==> src/rtl/axis_pl_to_ps_bridge.sv <==
// axis_pl_to_ps_bridge
//   Single-clock AXI-Stream width-down converter. Wide words from the ADC
//   control logic are buffered in a show-ahead synchronous FIFO. A serializer
//   then emits each word as RATIO narrow beats, least-significant slice first.
//   Both sides support full backpressure.
//   IN_WIDTH must equal OUT_WIDTH * RATIO.
//
// Ports
//   clk, rst              single clock; synchronous active-high reset
//   s_axis_tdata/tvalid   wide input word; s_axis_tready = !full && !rst
//   m_axis_tdata/tvalid   narrow output beat; both are driven from flops only
//   m_axis_tready         output ready from the PS side
module axis_pl_to_ps_bridge #(
    parameter int IN_WIDTH        = 128,
    parameter int OUT_WIDTH       = 32,
    parameter int FIFO_ADDR_WIDTH = 4
) (
    input  logic                 clk,
    input  logic                 rst,
    input  logic [IN_WIDTH-1:0]  s_axis_tdata,
    input  logic                 s_axis_tvalid,
    output logic                 s_axis_tready,
    output logic [OUT_WIDTH-1:0] m_axis_tdata,
    output logic                 m_axis_tvalid,
    input  logic                 m_axis_tready
);

    localparam int RATIO = IN_WIDTH / OUT_WIDTH;
    localparam int IDX_W = (RATIO > 1) ? $clog2(RATIO) : 1;
    localparam int DEPTH = 1 << FIFO_ADDR_WIDTH;

    localparam logic [FIFO_ADDR_WIDTH:0] DEPTH_CNT = (FIFO_ADDR_WIDTH + 1)'(DEPTH);
    localparam logic [IDX_W-1:0]         LAST_IDX  = IDX_W'(RATIO - 1);

    // ---------------------------------------------------------------- FIFO
    logic [IN_WIDTH-1:0]        mem [DEPTH];
    logic [FIFO_ADDR_WIDTH-1:0] wr_ptr, rd_ptr;
    logic [FIFO_ADDR_WIDTH:0]   count;
    logic                       full, empty, push, pop;

    assign full          = (count == DEPTH_CNT);
    assign empty         = (count == '0);
    // Readiness depends only on occupancy, so a pop on the same edge does not
    // free space for a write when the FIFO is full.
    assign s_axis_tready = !full && !rst;
    assign push          = s_axis_tvalid && s_axis_tready;

    always_ff @(posedge clk) begin
        if (push) begin
            mem[wr_ptr] <= s_axis_tdata;
        end
    end

    // pop is only raised by the serializer when the FIFO is non-empty.
    always_ff @(posedge clk) begin
        if (rst) begin
            wr_ptr <= '0;
            rd_ptr <= '0;
            count  <= '0;
        end else begin
            if (push) wr_ptr <= wr_ptr + 1'b1;
            if (pop)  rd_ptr <= rd_ptr + 1'b1;
            case ({push, pop})
                2'b10:   count <= count + 1'b1;
                2'b01:   count <= count - 1'b1;
                default: count <= count;
            endcase
        end
    end

    // ---------------------------------------------------------- serializer
    typedef enum logic {IDLE, SEND} state_t;

    state_t                        state, state_nxt;
    logic [RATIO-1:0][OUT_WIDTH-1:0] word_q;
    logic [IDX_W-1:0]              idx_q, idx_nxt;

    always_ff @(posedge clk) begin
        if (rst) begin
            state  <= IDLE;
            idx_q  <= '0;
            word_q <= '0;
        end else begin
            state <= state_nxt;
            idx_q <= idx_nxt;
            if (pop) begin
                word_q <= mem[rd_ptr];
            end
        end
    end

    always_comb begin
        state_nxt = state;
        idx_nxt   = idx_q;
        pop       = 1'b0;
        case (state)
            IDLE: begin
                if (!empty) begin
                    state_nxt = SEND;
                    pop       = 1'b1;
                    idx_nxt   = '0;
                end
            end
            SEND: begin
                if (m_axis_tready) begin
                    if (idx_q == LAST_IDX) begin
                        // Chain straight into the next word to keep one beat
                        // per cycle; otherwise fall back to idle.
                        if (!empty) begin
                            pop     = 1'b1;
                            idx_nxt = '0;
                        end else begin
                            state_nxt = IDLE;
                        end
                    end else begin
                        idx_nxt = idx_q + 1'b1;
                    end
                end
            end
            default: state_nxt = IDLE;
        endcase
    end

    assign m_axis_tvalid = (state == SEND);
    assign m_axis_tdata  = (state == SEND) ? word_q[idx_q] : '0;

endmodule

==> config.mk <==
export PLATFORM = sky130hd
export DESIGN_NAME = axis_pl_to_ps_bridge
export DESIGN_NICKNAME = d
export VERILOG_FILES = /design/src/rtl/axis_pl_to_ps_bridge.sv
export SDC_FILE = /design/constraint.sdc
export NUM_CORES = 2
export LEC_CHECK = 0
export BUFFER_PORTS_ARGS = -buffer_cell sky130_fd_sc_hd__clkbuf_2
export CORE_ASPECT_RATIO = 1.2
export CORE_MARGIN = 10
export CORE_UTILIZATION = 40
export DETAILED_ROUTE_END_ITERATION = 10
export SYNTH_ARGS = -nofsm -noshare
export SYNTH_HDL_FRONTEND = slang
export SYNTH_SLANG_ARGS = --single-unit
==> constraint.sdc <==
create_clock -name clk -period 12.62 [get_ports clk]
set_clock_uncertainty 0.05 [all_clocks]
set_input_delay 0.631 -clock clk [delete_from_list [all_inputs] [get_ports clk]]
set_output_delay 0.631 -clock clk [all_outputs]
set_load 0.01 [all_outputs]
==> impl_metrics.yaml <==
status:
  status: "complete, no violations"
pwr:
  power.leakage_nw: 28.43
  irDropWorstVdd_v: 0.0001513
  power_mw: 17.79
  powerDensity_nw_per_um2: 189.6
worst_setup_path:
  critPathMaxFanout: 50
  rr_endpoint: "mem[5][62]"
  rr_startpoint: "count[2]"
  path_depth: 7
  worst-setup-path-type: "reg2reg"
  ff2ff_path_depth: 7
  cpMaxStageDelayCell: "buf_4"
  cp.required_ns: 13.01
  end_kind: "flip-flop"
  cpMostUsedCell: "buf_4"
  crit_start: "count[2]"
  worst-path-buf-inv: 3
  max_stage_delay_ns: 0.86
  cp-start-kind: "flip-flop"
  cp-endpoint: "mem[5][62]"
  cp.arrival_ns: 5.19
  crit_chain: "nor4_1, a211oi_1, nand2_1, nor2_4, buf_4, buf_4, buf_4"
  critPathTopFamily: "buffers and inverters"
  rrSetupSlack_ns: 7.82
global_route:
  antenna_found_initial: 45
  grt_overflow: 0
  globalRouteTotalUtil: 0.1771
  grt_pass1_wl_um: 294600
  grt_max_degree: 141
  grt_pass1_vias: 39721
synthesis:
  ys_ff_latch: 2192
  synthAdderAreaFrac: 0.001507
  syn_nets: 3849
  synth_top_flop_cell: "edfxtp_1"
  synth.cell_area_um2: 83040
  synth_warnings: 0
  synth_xor_xnor_area_share: 0.001055
  yosysTopAreaCell: "edfxtp_1"
  synth_area_leaders: "edfxtp_1 (74%), mux4_2 (14%), mux2i_1 (3.6%)"
  synth_top_cell_area_share: 0.7406
  avgSynthCellArea_um2: 22.40
  async_reset_ff_frac: 0
  synth_edf_count: 2048
  yosysSeqAreaShare: 0.7753
  synth_cells: 3707
  yosys.area_share.simple: 0.01404
  synth_mux_area_frac: 0.1727
  synth_cell_type_count: 51
  synth_top_family_by_area: "multiplexers"
  synth-compound-area-share: 0.02221
job:
  max-cap-violations: 0
clocking:
  clock_sinks: 2192
  path_clk_slew_ns: 0.06
  post_cts_resized: 0
  cts_buffer_depth: 3
  htreeDepth: 4
  cts-root-buf: "clkbuf_16"
  clk_latency_ns: 0.82
  ctsHoldBuffers: 0
  cts_tree: "done"
  cts_setup_buffers: 0
  numCtsBuffers: 198
sta:
  setup_viol: 0
  worstMarginPinSlew_ns: 1.072
  slew_violations: 0
  finalCriticalPeriod_ns: 4.802
  period_share: 0.3805
  fin_setup_tns_ns: 0
  finalHoldViolCount: 0
  max_freq_mhz: 208.2
  rsz0062_at_grt: "false"
  slew-limit-headroom: 0.2851
placed_design:
  gp_congestion: 0.7619
  hpwl_um: 114800
  portBuffers: 165
floorplan:
  core.rowCount: 183
  die-area_um2: 226300
  chipHeight_um: 519.1
  coreArea_um2: 206800
  die_x_um: 435.9
  start_util: 0.4016
  ios: 166
detailed_routing:
  vias_per_cell: 5.603
  drc: 0
  antenna_left: 0
  wl_per_cell_um: 29.52
  wl_um: 203400
  vias: 38619
  drt_iter0_drc: 3543
  dr.pass1.iters: 5
finish:
  nets: 4063
  drive_above_1_share: 0.2662
  area_growth_pct: 13.01
worst_hold_path:
  hp-class: "in2reg"
[registers in the layout, indices dropped and copies added (netlist names)]
signal,flops
mem,2048
m_axis_tvalid,1
rd_ptr,4
count,5
word_q,128
wr_ptr,4
idx_q,2
[layout make-up]
type	count	area, um2
antenna	23	57.56
multi-input combinational	1280	17700
clock buffer	270	5489
fill	17104	112900
sequential	2192	64400
clock inverter	103	1156
tap	2775	3472
timing repair buffer	240	1526
inverter	9	38.79
[layer usage]
layer  track usage  vias up  routed length, um
met5             0        -                136
met4       0.05004       20               5810
met3       0.02870      300              10720
met2        0.3036     1105             103900
met1        0.2333    21004              82870
li1              -    16190                  -
[cells in the mapped netlist, types with 2 or more instances]
master       n
o221ai_2    20
o22ai_1     41
inv_1        8
dfxtp_1    144
ha_1        10
buf_4        5
nor2_1      27
nand3_1    112
buf_8        2
nor3_1      25
buf_1       26
or3b_2       2
o211ai_1     2
nand2_1      9
buf_6        4
o221ai_1    88
xor2_1       7
nor2b_1      2
nand2b_1     3
o21ai_0     22
buf_2      109
and2_1      33
clkbuf_1    80
mux4_2     504
o21a_1       2
xnor2_1      3
edfxtp_1  2048
nand3b_1     2
a21oi_1     24
or3_1        3
mux2i_1    298
a22oi_1     22
a31oi_1      2
[how the worst min path moves through the flow]
| stage | from | to | slack, ns | depth (start not counted) |
|---|---|---|---|---|
| final | s_axis_tdata[114] | mem[1][114] | 0.15 | 1 |
| after global routing | s_axis_tdata[53] | mem[4][53] | 0.14 | 1 |
| after CTS | s_axis_tdata[53] | mem[4][53] | 0.09 | 1 |
| after detailed placement | word_q[87] | word_q[87] | 0.43 | 2 |
| after global placement | word_q[11] | word_q[11] | 0.41 | 2 |
| after floorplan | word_q[65] | word_q[65] | 0.40 | 2 |
[where the power goes]
part	switching (mW)	internal, mW
sequential	0.429	8.25
clock	2.61	3.52
combinational	1.71	1.27
total	4.74	13.0
[stage by stage]
stage	instance area, um2	std cells	hold WS, ns	setup slack [ns]	util
CTS	93780	6869	0.08595	7.782	0.4536
floorplan	83040	3707	0.3976	1.701	-
global placement	87140	6496	0.4145	7.402	0.4214
finish	93840	6892	0.1467	7.818	0.4539
detailed placement	87140	6496	0.4269	7.373	0.4214
global route	93810	6879	0.1403	7.510	0.4537
[cell usage in the layout (no fill, tap or decap), types with 4 or more instances in the layout]
cell type,instances
nor2_4,12
and2_1,33
mux2i_1,298
dfxtp_4,4
bufinv_16,23
buf_12,11
o22ai_1,41
clkinv_1,31
edfxtp_1,2048
dfxtp_1,138
xor2_1,7
nor3_2,4
inv_1,7
clkbuf_2,165
nor2_1,15
inv_6,5
clkbuf_1,49
clkinv_2,33
clkbuf_16,201
mux4_2,504
nand2_1,9
o221ai_2,20
clkbuf_8,20
buf_4,64
o21ai_0,22
a21oi_1,24
ha_1,10
diode_2,23
a22oi_1,22
nand3_1,112
clkinvlp_4,4
o221ai_1,88
nor3_1,21
[cell families after synthesis]
kind of cell,Yosys count
fa+ha+maj,10
compound gates,232
buf+inv,235
xor+xnor,10
simple gates,225
flops,2192
mux,803
[worst register-to-register path: cells and delay by family, from the launching register on]
kind,cells,cell delay (ns)
AND/OR/NAND/NOR,3,0.74
buffers and inverters,3,2.31
flip-flops,1,0.50
AO/OA/AOI/OAI,1,0.78
Power figures use the tool's default switching activity.
